## config.mk

```make
export PLATFORM = sky130hd
export DESIGN_NAME = alu_sequencer
export DESIGN_NICKNAME = d
export VERILOG_FILES = /design/src/rtl/alu_sequencer.sv
export SDC_FILE = /design/constraint.sdc
export NUM_CORES = 1
export LEC_CHECK = 0
export BUFFER_PORTS_ARGS = -buffer_cell sky130_fd_sc_hd__buf_2
export CAP_MARGIN = 20
export CORE_MARGIN = 2
export CORE_UTILIZATION = 40
export CTS_CLUSTER_DIAMETER = 30
export CTS_CLUSTER_SIZE = 25
export DETAILED_ROUTE_END_ITERATION = 7
export GPL_ROUTABILITY_DRIVEN = 0
export PLACE_DENSITY = 0.67
export RECOVER_POWER = 100
export SETUP_SLACK_MARGIN = 0.2
export SYNTH_ARGS = -nofsm -noshare
export SYNTH_HDL_FRONTEND = slang
export SYNTH_SLANG_ARGS = --single-unit
```

## constraint.sdc

```tcl
create_clock -name clk -period 12.89 [get_ports clk]
set_clock_uncertainty 0.15 [all_clocks]
set_input_delay 1.289 -clock clk [delete_from_list [all_inputs] [get_ports clk]]
set_output_delay 1.289 -clock clk [all_outputs]
set_load 0.005 [all_outputs]
```

## src/rtl/alu_sequencer.sv

```systemverilog
// alu_sequencer: execute/writeback stage that sits in front of a small register file.
//
// It accepts one instruction at a time over a valid/ready handshake and drives the
// register-file read selects. The result comes either from a single-cycle ALU op or
// from a 32-iteration shift-add multiply. It is then written back with a one-cycle
// load_enable strobe.
//
// Ports:
//   clk, reset          single clock; synchronous active-high reset
//   instr_valid/ready   instruction handshake (ready only in IDLE and not in reset)
//   instr_op/a/b/dest   opcode, source registers, destination register
//   A_select, B_select  registered read selects to the register file
//   A_data, B_data      combinational read data, consumed in EXEC
//   dest_select, D_data write address and write data
//   load_enable, done   one-cycle pulse in WB
//   result_zero         registered zero flag of the last completed op
//   busy                high whenever not IDLE
module alu_sequencer #(
  parameter int unsigned DATA_WIDTH  = 32,
  parameter int unsigned ADDR_WIDTH  = 2,
  parameter int unsigned SHAMT_WIDTH = 5
) (
  input  logic                  clk,
  input  logic                  reset,
  input  logic                  instr_valid,
  output logic                  instr_ready,
  input  logic [2:0]            instr_op,
  input  logic [ADDR_WIDTH-1:0] instr_a,
  input  logic [ADDR_WIDTH-1:0] instr_b,
  input  logic [ADDR_WIDTH-1:0] instr_dest,
  output logic [ADDR_WIDTH-1:0] A_select,
  output logic [ADDR_WIDTH-1:0] B_select,
  input  logic [DATA_WIDTH-1:0] A_data,
  input  logic [DATA_WIDTH-1:0] B_data,
  output logic [ADDR_WIDTH-1:0] dest_select,
  output logic [DATA_WIDTH-1:0] D_data,
  output logic                  load_enable,
  output logic                  done,
  output logic                  result_zero,
  output logic                  busy
);

  typedef enum logic [1:0] {StIdle, StExec, StMul, StWb} state_e;

  localparam logic [2:0] OpAdd = 3'b000;
  localparam logic [2:0] OpSub = 3'b001;
  localparam logic [2:0] OpAnd = 3'b010;
  localparam logic [2:0] OpOr  = 3'b011;
  localparam logic [2:0] OpXor = 3'b100;
  localparam logic [2:0] OpShl = 3'b101;
  localparam logic [2:0] OpMul = 3'b110;
  localparam logic [2:0] OpMov = 3'b111;

  localparam logic [SHAMT_WIDTH-1:0] LastIter = SHAMT_WIDTH'(DATA_WIDTH - 1);

  state_e                state_q, state_d;
  logic [2:0]            op_q, op_d;
  logic [ADDR_WIDTH-1:0] a_sel_q, a_sel_d;
  logic [ADDR_WIDTH-1:0] b_sel_q, b_sel_d;
  logic [ADDR_WIDTH-1:0] dest_q, dest_d;
  logic [DATA_WIDTH-1:0] result_q, result_d;
  logic [DATA_WIDTH-1:0] mcand_q, mcand_d;
  logic [DATA_WIDTH-1:0] mplier_q, mplier_d;
  logic [DATA_WIDTH-1:0] acc_q, acc_d;
  logic [SHAMT_WIDTH-1:0] count_q, count_d;
  logic                  result_zero_q, result_zero_d;

  logic                  accept;
  logic [DATA_WIDTH-1:0] alu_res;
  logic [DATA_WIDTH-1:0] acc_next;

  // Ready is gated by reset directly so it reads low for the whole reset window.
  assign instr_ready = (state_q == StIdle) & ~reset;
  assign accept      = instr_valid & instr_ready;

  always_comb begin
    alu_res = '0;
    unique case (op_q)
      OpAdd: alu_res = A_data + B_data;
      OpSub: alu_res = A_data - B_data;
      OpAnd: alu_res = A_data & B_data;
      OpOr:  alu_res = A_data | B_data;
      OpXor: alu_res = A_data ^ B_data;
      OpShl: alu_res = A_data << B_data[SHAMT_WIDTH-1:0];
      OpMul: alu_res = '0; // multiply runs in StMul
      OpMov: alu_res = A_data;
      default: alu_res = '0;
    endcase
  end

  // One shift-add step: add the multiplicand when the current multiplier LSB is set.
  always_comb begin
    acc_next = mplier_q[0] ? (acc_q + mcand_q) : acc_q;
  end

  always_comb begin
    state_d       = state_q;
    op_d          = op_q;
    a_sel_d       = a_sel_q;
    b_sel_d       = b_sel_q;
    dest_d        = dest_q;
    result_d      = result_q;
    mcand_d       = mcand_q;
    mplier_d      = mplier_q;
    acc_d         = acc_q;
    count_d       = count_q;
    result_zero_d = result_zero_q;

    unique case (state_q)
      StIdle: begin
        if (accept) begin
          op_d    = instr_op;
          a_sel_d = instr_a;
          b_sel_d = instr_b;
          dest_d  = instr_dest;
          state_d = StExec;
        end
      end
      StExec: begin
        if (op_q == OpMul) begin
          mcand_d  = A_data;
          mplier_d = B_data;
          acc_d    = '0;
          count_d  = '0;
          state_d  = StMul;
        end else begin
          result_d = alu_res;
          state_d  = StWb;
        end
      end
      StMul: begin
        acc_d    = acc_next;
        mcand_d  = mcand_q << 1;
        mplier_d = mplier_q >> 1;
        count_d  = count_q + SHAMT_WIDTH'(1);
        if (count_q == LastIter) begin
          result_d = acc_next;
          state_d  = StWb;
        end
      end
      StWb: begin
        result_zero_d = (result_q == '0);
        state_d       = StIdle;
      end
      default: state_d = StIdle;
    endcase
  end

  always_ff @(posedge clk) begin
    if (reset) begin
      state_q       <= StIdle;
      op_q          <= '0;
      a_sel_q       <= '0;
      b_sel_q       <= '0;
      dest_q        <= '0;
      result_q      <= '0;
      mcand_q       <= '0;
      mplier_q      <= '0;
      acc_q         <= '0;
      count_q       <= '0;
      result_zero_q <= 1'b0;
    end else begin
      state_q       <= state_d;
      op_q          <= op_d;
      a_sel_q       <= a_sel_d;
      b_sel_q       <= b_sel_d;
      dest_q        <= dest_d;
      result_q      <= result_d;
      mcand_q       <= mcand_d;
      mplier_q      <= mplier_d;
      acc_q         <= acc_d;
      count_q       <= count_d;
      result_zero_q <= result_zero_d;
    end
  end

  assign A_select    = a_sel_q;
  assign B_select    = b_sel_q;
  assign dest_select = dest_q;
  assign D_data      = result_q;
  assign load_enable = (state_q == StWb);
  assign done        = (state_q == StWb);
  assign result_zero = result_zero_q;
  assign busy        = (state_q != StIdle);

endmodule
```

======== Word level (Yosys, flattened, before mapping) ========
Index checks and enable logic that the tools add are counted.
cells by class
  bitwise logic cells ..................... 6
  reductions and logical operators ........ 9
  add/sub/neg operators ................... 4
  shift-type cells ........................ 1
  eq/ne operators ......................... 15
  muxes and demuxes ....................... 17
operator list
  cell                                                                    count
  32-bit case mux with 2 select lines                                     4
  32-bit case mux with 7 select lines                                     1
  32-bit 2-to-1 mux                                                       6
  32-bit adder                                                            2
  32-bit AND                                                              1
  32-bit zero test                                                        1
  32-bit bitwise OR                                                       1
  32-bit by 5-bit << shifter with 32-bit output                           1
  32-bit subtractor                                                       1
  32-bit XOR                                                              1
  3-bit equality test (second input constant)                             4
  5-bit case mux with 2 select lines                                      1
  2-bit != test (second input constant)                                   4
  2-bit case mux with 4 select lines                                      1
  3-bit by 2-bit equality test with 1-bit output (second input constant)  2
  2-bit AND reduction                                                     3
  5-bit by 1-bit adder with 5-bit output (second input constant)          1
  5-bit equality test (second input constant)                             1
  5-bit 2-to-1 mux                                                        1
  2-bit equality test (second input constant)                             2
  2-bit 2-to-1 mux                                                        2
  2-bit nonzero test                                                      2
  3-bit by 1-bit equality test with 1-bit output (second input constant)  1
  3-bit zero test                                                         1
  6 further kinds                                                         7
storage, ports and cells
  logic and storage cells ................. 63
  output and inout bits ................... 43
  input bits .............................. 76
  register bits ........................... 145

======== Logic depth before layout (Yosys ltp) ========
Gate-level depths: netlist (run 1).
  depth after elaboration ................. 5
  mapped depth ............................ 19
  mapped depth without buffers ............ 16

======== Worst setup path after synthesis (run 1) ========
No wires, ideal clock.
  path type ............................... in2reg
  from .................................... input B_data[0]
  to ...................................... register result_q[29] (netlist: D_data[29])
  slack ................................... 7.666 ns
  arrival ................................. 4.983 ns
  library setup time ...................... 0.091 ns
  path buffers ............................ 3
  required time ........................... 12.649 ns
  cell stages on the path ................. 19
  cell sequence ........................... buf_4 -> buf_6 -> buf_6 -> inv_1 -> ha_1 -> nand4_2 -> or4_1 -> nand2_1 -> xnor2_1 -> ha_1 -> and2_0 -> a21o_1 -> a221o_1 -> a21o_1 -> a31oi_1 -> nor3_1 -> nor2_1 -> mux2_1 -> a311oi_1
on the way
  longest elaborated chain between the ends .. 4
  elaborated cells between the ends (all ways) .. 6
  those cells by class .................... add/sub (2); shift (1); mux (3)
RTL lines
  item                                             RTL line  text
  start: declaration                               34        input logic [DATA_WIDTH-1:0] B_data,
  32-bit subtractor, or another cell as far along  80        OpSub: alu_res = A_data - B_data;
  32-bit case mux with 7 select lines *            78        unique case (op_q)
  32-bit 2-to-1 mux *                              120       if (op_q == OpMul) begin
  32-bit case mux with 2 select lines *            109       unique case (state_q)
  end signal: assignment                           168       result_q <= result_d;
  end: declaration                                 61        logic [DATA_WIDTH-1:0] result_q, result_d;
Mark *: on every way between the ends. The rest lies on a longest branch, timed or not. The select of a mux whose other input is x is not followed.
A chain may end at the register's enable or synchronous reset.

======== Worst setup path after layout (run 1) ========
  from .................................... register op_q[2]
  to ...................................... register mcand_q[0]
on the way
  longest elaborated chain between the ends .. 3
RTL lines
  item                           RTL line  text
  start: declaration             57        logic [2:0] op_q, op_d;
  start signal: assignment       164       op_q <= op_d;
  3-bit equality test            120
  2-bit != test (no line)        --
  2-bit AND reduction (no line)  --
  end signal: assignment         169       mcand_q <= mcand_d;
  end: declaration               62        logic [DATA_WIDTH-1:0] mcand_q, mcand_d;
Every way passes these cells.

==> summary.txt, run 1 <==
Routed WL per cell: 21.9 µm
Root Buffer: clkbuf_16
CP arrival: 8680 ps
simple-gate share of the synthesized area: 18.0%
Reg2Reg Depth: 10
CP max stage delay: 2130 ps
Pwr Density: 138 mW/mm²
Async S/R FF share, synth: 0%
Crit Path Max Fanout: 71
Worst R2R End: mcand_q[0]
GRT busiest layer: met2
fin crit share: 65.8%
setup TNS: 0 ps
WP buf/inv: 5
met1 usage in global routing: 36.7%
Synth Area in Compound Gates: 27.6%
final non-filler cell total: 2358
Tot GR Track Use: 27.5%
Max Cap Violations: 5
die area: 0.0373 mm²
GRT overflow: 0
Net Count, Synth: 2054
FP Rows: 69
Slowest-stage cell, CP: clkbuf_1
Most used DFF post-synth: dfxtp_1
worst-path cell chain: clkbuf_1 -> inv_1 -> nor2_1 -> clkbuf_1 -> nand2_1 -> a21oi_1 -> clkbuf_1 -> clkbuf_1 -> nand3_1 -> a21oi_1
synthesized area: 0.0143 mm²
measured slew at the worst slew-check pin: 2980 ps
global-route wire length before repair: 79000 µm
Synth Warn #: 0
Synth cell types: 86
CTS max path bufs: 2
Final Hold Fails: 0
share of post-route cells with drive strength above 1: 10.5%
TritonCTS Buffers: 17
initial antenna violation count: 0
min Tclk post-route: 8480 ps
Max IR drop VDD: 0.0841 mV
synthesized area per cell: 7.76 µm²
required time worst endpoint: 13080 ps
area grow syn2layout: 9.95%
largest family of logic cells by synthesized area: compound AO/OA/AOI/OAI gates
number of synthesized flops with an enable pin: 0
origin of the worst min-delay path: count_q[4]
via/cell ratio: 6.36
cell mode on critical path: clkbuf_1
P_leak: 0.00635 µW
Starting Density: 40.4%
fmax: 118 MHz
I/O pin total: 119
CP Launch Type: register
CP Capture Type: register
largest net degree at the start of global routing: 72
RSZ-0062 raised after global routing: false
Synth Instances: 1842
Crit path max-delay family: buffers and inverters
post-CTS setup buffer count: 0
XOR/XNOR Fraction of Synth Area: 4.77%
multiplexer share of the synthesized area: 11.5%
worst-skew pair later-pin latency: 450 ps
# diodes: 0
Detail Route Antenna Nets: 0
width of the die: 193 µm
DP Wirelength: 38800 µm
Hold Path Class: register to register
Post-CTS Resized: 0
DP Cell Count: 2326
sink of the worst hold path: count_q[4]
detailed-route via count: 15000
met2 GRT Util: 42.8%
clock transition at the registers of the reported paths: 70 ps
number of fill cells: 3561
nets: 2097
Detailed Routing Iterations Pass 1: 6
R2R Setup Slk: 4410 ps
violated checks: max-capacitance violations, max-slew violations
CTS tree: done
clock sink count: 145
Finish-stage setup viols: 0
hold-fix buffer count after cts: 0
Slew Limit Fails: 294
Slew headroom: -98.8%
R2R Path Start: op_q[2]
I/O Buffers: 118
DRC viols: 0
worst hold stages: 2
vias in the first global route: 13700
drt first-iter violations: 1774
H-tree depth reported by CTS: 4
Adder-Cell Fraction of Synth Area: 12.0%
Core Region: 0.0354 mm²
chip height: 193 µm
outcome: complete, but fails checks
Routed WL: 51700 µm
kind of critical path: register to register
register area share after synthesis: 20.3%
#FFs+latches synth: 145
met3 usage: 5.18%
-- cell families (layout without fill, tap and decap cells) --
family	count (synthesis)	in the layout
AO/OA/AOI/OAI	585	585
XOR/XNOR	77	77
adder cells (fa/ha/maj)	136	136
buffers and inverters	209	264
flip-flops	145	145
multiplexers	128	128
AND/OR/NAND/NOR	562	562
-- registers in the layout, indices dropped and copies added (netlist names) --
name and cells:
A_select 2, op_q 3, state_q 2, D_data 32, mplier_q 32, mcand_q 32
dest_select 2, acc_q 32, count_q 5, result_zero 1, B_select 2
-- worst max-delay path by stage --
stage                       end  depth (start not counted)      start
floorplan            D_data[29]                         19  B_data[0]
global placement     D_data[29]                         17  B_data[1]
detailed placement   D_data[29]                         17  B_data[1]
CTS                  D_data[29]                         17  B_data[1]
global route        mcand_q[16]                         10    op_q[2]
finish               mcand_q[0]                         10    op_q[2]
-- routing by layer --
layer  routed length (µm)  vias up
met3                 5040      172
met4                 2550        0
met5                    0        -
met2                22600      859
met1                21500     7069
li1                     -     6903
-- power breakdown --
part | switching [µW] | total (µW) | internal (µW)
Combinational | 648 | 1020 | 375
Sequential | 81.1 | 619 | 537
Clock | 227 | 526 | 299
-- layout by cell type, fill, tap and decap left out, types with 18 or more instances in the layout --
| cell type | count |
|---|---|
| nor2_1 | 219 |
| nand2_1 | 169 |
| dfxtp_1 | 145 |
| a21oi_1 | 140 |
| ha_1 | 133 |
| mux2i_1 | 89 |
| buf_2 | 88 |
| o21ai_0 | 86 |
| inv_1 | 85 |
| a211oi_1 | 81 |
| xnor2_1 | 59 |
| a21o_1 | 42 |
| nor3_1 | 38 |
| clkbuf_1 | 38 |
| nand3_1 | 36 |
| mux4_2 | 28 |
| a22oi_1 | 26 |
| o211ai_1 | 24 |
| a221oi_1 | 21 |
| buf_4 | 18 |
-- cell usage after synthesis, types with 36 or more instances --
master | n | area (µm²)
a211oi_1 | 81 | 608
a21o_1 | 42 | 315
a21oi_1 | 140 | 701
clkbuf_1 | 87 | 327
dfxtp_1 | 145 | 2900
ha_1 | 134 | 1680
inv_1 | 84 | 315
mux2i_1 | 89 | 891
nand2_1 | 169 | 634
nand3_1 | 36 | 180
nor2_1 | 219 | 822
nor3_1 | 38 | 190
o21ai_0 | 85 | 425
xnor2_1 | 59 | 517
-- stage by stage --
stage	worst slack (ps)	total power [µW]	area (µm²)	util, %	hold slack, ps
2_1_floorplan	7670	1290	14300	-	282
3_3_place_gp	7080	1600	15200	43.0	293
3_5_place_dp	7040	1620	15200	43.0	301
4_1_cts	7480	2150	15800	44.7	310
5_1_grt	3740	2290	15700	44.4	334
6_report	4410	2170	15700	44.4	311
-- worst reg2reg max path, stage by stage (launching register included) --
cell and delay [ps]:
dfxtp_1 310, clkbuf_1 970, inv_1 800, nor2_1 340, clkbuf_1 500, nand2_1 330
a21oi_1 490, clkbuf_1 2130, clkbuf_1 1910, nand3_1 240, a21oi_1 210
-- layout make-up --
type | count | area, µm² | share of cell area (%)
multi-input cells | 1488 | 10600 | 67.3
well taps | 461 | 577 | 3.67
clock buffers | 19 | 453 | 2.88
clock inverters | 12 | 149 | 0.947
inverters | 89 | 334 | 2.13
repair buffers | 144 | 718 | 4.57
flip-flops and latches | 145 | 2900 | 18.5
(Power assumes the default switching activity.)
==> inputs of run 2 (changes only) <==
--- a/config.mk
+++ b/config.mk
@@ -5,6 +5,7 @@
 export SDC_FILE = /design/constraint.sdc
 export NUM_CORES = 1
 export LEC_CHECK = 0
+export ABC_AREA = 1
 export BUFFER_PORTS_ARGS = -buffer_cell sky130_fd_sc_hd__buf_2
 export CAP_MARGIN = 20
 export CORE_MARGIN = 2
@@ -13,7 +14,7 @@
 export CTS_CLUSTER_SIZE = 25
 export DETAILED_ROUTE_END_ITERATION = 7
 export GPL_ROUTABILITY_DRIVEN = 0
-export PLACE_DENSITY = 0.67
+export PLACE_DENSITY = 0.69
 export RECOVER_POWER = 100
 export SETUP_SLACK_MARGIN = 0.2
 export SYNTH_ARGS = -nofsm -noshare
==> constraint.sdc (replaced) <==
create_clock -name clk -period 7.05 [get_ports clk]
set_clock_uncertainty 0.15 [all_clocks]
set_input_delay 0.705 -clock clk [delete_from_list [all_inputs] [get_ports clk]]
set_output_delay 0.705 -clock clk [all_outputs]
set_load 0.005 [all_outputs]
==> summary.txt, run 2 <==
TritonCTS Buffers: 17
CP Capture Type: register
Placed Area: 0.0158 mm²
top post-synthesis cells by count: nand2_1, inv_1, nand3_1
kind of critical path: register to register
register area share after synthesis: 19.3%
min Tclk post-route: 5490 ps
outcome: complete, but fails checks
# diodes: 0
setup TNS: 0 ps
Crit Path Max Fanout: 83
detailed-route via count: 17700
Final Hold Fails: 0
CP max stage delay: 1550 ps
Detailed Routing Iterations Pass 1: 6
Tot GR Track Use: 28.0%
DRC viols: 0
Slew headroom: -175%
clock transition at the registers of the reported paths: 70 ps
number of fill cells: 3986
GRT overflow: 0
Slew Limit Fails: 191
chip height: 198 µm
initial antenna violation count: 0
Routed WL: 55200 µm
Synth Warn #: 0
FP Rows: 71
largest cells by area after synthesis: dfxtp_1, nand2_1, ha_1, nand3_1, inv_1
Root Buffer: clkbuf_16
width of the die: 198 µm
share of post-route cells with drive strength above 1: 7.33%
CTS max path bufs: 2
nets: 2779
worst-skew pair later-pin latency: 460 ps
hold-fix buffer count after cts: 0
measured slew at the worst slew-check pin: 4130 ps
Synth Instances: 2537
worst-path cell chain: inv_1 -> ha_1 -> clkinvlp_2 -> clkbuf_2 -> a21oi_1 -> a21oi_1 -> a211oi_1
Synth cell types: 51
DP Wirelength: 41600 µm
RSZ-0062 raised after global routing: false
CP arrival: 5700 ps
Core Region: 0.0374 mm²
die area: 0.0392 mm²
drt first-iter violations: 2080
Slowest-stage cell, CP: clkinvlp_2
global-route wire length before repair: 86500 µm
fin crit share: 77.9%
post-CTS setup buffer count: 0
CP Launch Type: register
leading cell type in the layout, fill and taps excluded: nand2_1
Starting Density: 40.3%
area fraction of the dominant cell type after synthesis: 19.3%
Max Cap Violations: 2
I/O pin total: 119
CTS tree: done
via/cell ratio: 5.74
Net Count, Synth: 2749
Finish-stage setup viols: 0
fin area: 0.0163 mm²
area grow syn2layout: 8.42%
P_leak: 0.00798 µW
biggest area consumer among synthesized cells: dfxtp_1
number of synthesized flops with an enable pin: 0
cell mode on critical path: a21oi_1
required time worst endpoint: 7260 ps
Pwr Density: 339 mW/mm²
Hold Path Class: input pin to register
top-count cell post-synth: nand2_1
fmax: 182 MHz
Max IR drop VDD: 0.172 mV
Routed WL per cell: 17.9 µm
violated checks: max-capacitance violations, max-slew violations
worst hold stages: 3
I/O Buffers: 118
#FFs+latches synth: 145
clock sink count: 145
Detail Route Antenna Nets: 0
vias in the first global route: 16200
synthesized area: 0.0151 mm²
H-tree depth reported by CTS: 4
largest net degree at the start of global routing: 107
Async S/R FF share, synth: 0%
Most used DFF post-synth: dfxtp_1
Reg2Reg Depth: 7
synthesized area per cell: 5.94 µm²
Post-CTS Resized: 0
leading cell types in the layout, fill and taps excluded: nand2_1, inv_1, nand3_1
-- run 2: cell count changes in the layout (fill, tap and decap cells not counted), sizes merged, moves of 27 or more --
cell,previous run,this run
o21ai,95,194
nand3,36,250
a21oi,140,180
a211oi,83,3
a31oi,18,77
xnor2,60,0
inv,92,279
a21o,42,2
mux2i,89,0
nand2,169,782
xor2,17,44
mux4,28,0
-- run 2: final timing paths --
path	startpoint	endpoint	slack [ps]
worst max-delay path	state_q[0]	acc_q[16]	1560
worst min-delay path	instr_b[0]	B_select[0]	290
worst max register to register	state_q[0]	acc_q[16]	1560
worst min register to register	dest_select[1]	dest_select[1]	320
-- run 2: area by class of cell --
class                   instances  area [µm²]  share of cell area (%)
clock inverters                14         170                    1.04
clock buffers                  18         429                    2.63
well taps                     511         639                    3.92
flip-flops and latches        145        2900                    17.8
repair buffers                128         623                    3.82
inverters                     275        1040                    6.37
multi-input cells            2000       10500                    64.4
-- run 2: metrics by stage --
step           total power, µW  instances  hold WS (ps)  worst slack, ps  util, %
2_1_floorplan             3600       2537           296             3330        -
6_report                  5540       3091           294             1560     43.7
5_1_grt                   5980       3091           289             1100     43.7
4_1_cts                   5470       3091           274             2620     43.8
3_5_place_dp              4490       3059           306             2180     42.2
3_3_place_gp              4420       3059           301             2290     42.2
-- run 2: logic make-up after synthesis --
logic type | after synthesis | synth area share (%)
xor+xnor | 44 | 2.56
compound gates | 524 | 19.6
simple gates | 1296 | 36.3
flops | 145 | 19.3
buf+inv | 392 | 10.8
fa+ha+maj | 136 | 11.4
-- run 2: power breakdown --
part	leakage [µW]	internal, µW	switching (µW)	total, µW
logic	0.00649	969	2140	3110
registers	0.00119	1170	307	1480
clock network	0.000288	534	425	960
total	0.00798	2670	2870	5540
-- run 2: layer usage --
| layer | share of wire [%] | up-vias | GRT usage (%) |
|---|---|---|---|
| met3 | 8.7 | 174 | 3.97 |
| met5 | 0 | - | 0 |
| li1 | - | 8487 | - |
| met4 | 4.4 | 0 | 12.8 |
| met2 | 45 | 883 | 45.9 |
| met1 | 41 | 8183 | 36.5 |
-- run 2: critical path, delay by kind of cell (launching register included) --
kind	cells	cell delay (ps)
buf+inv	3	2910
fa+ha+maj	1	980
compound gates	3	940
flops	1	350
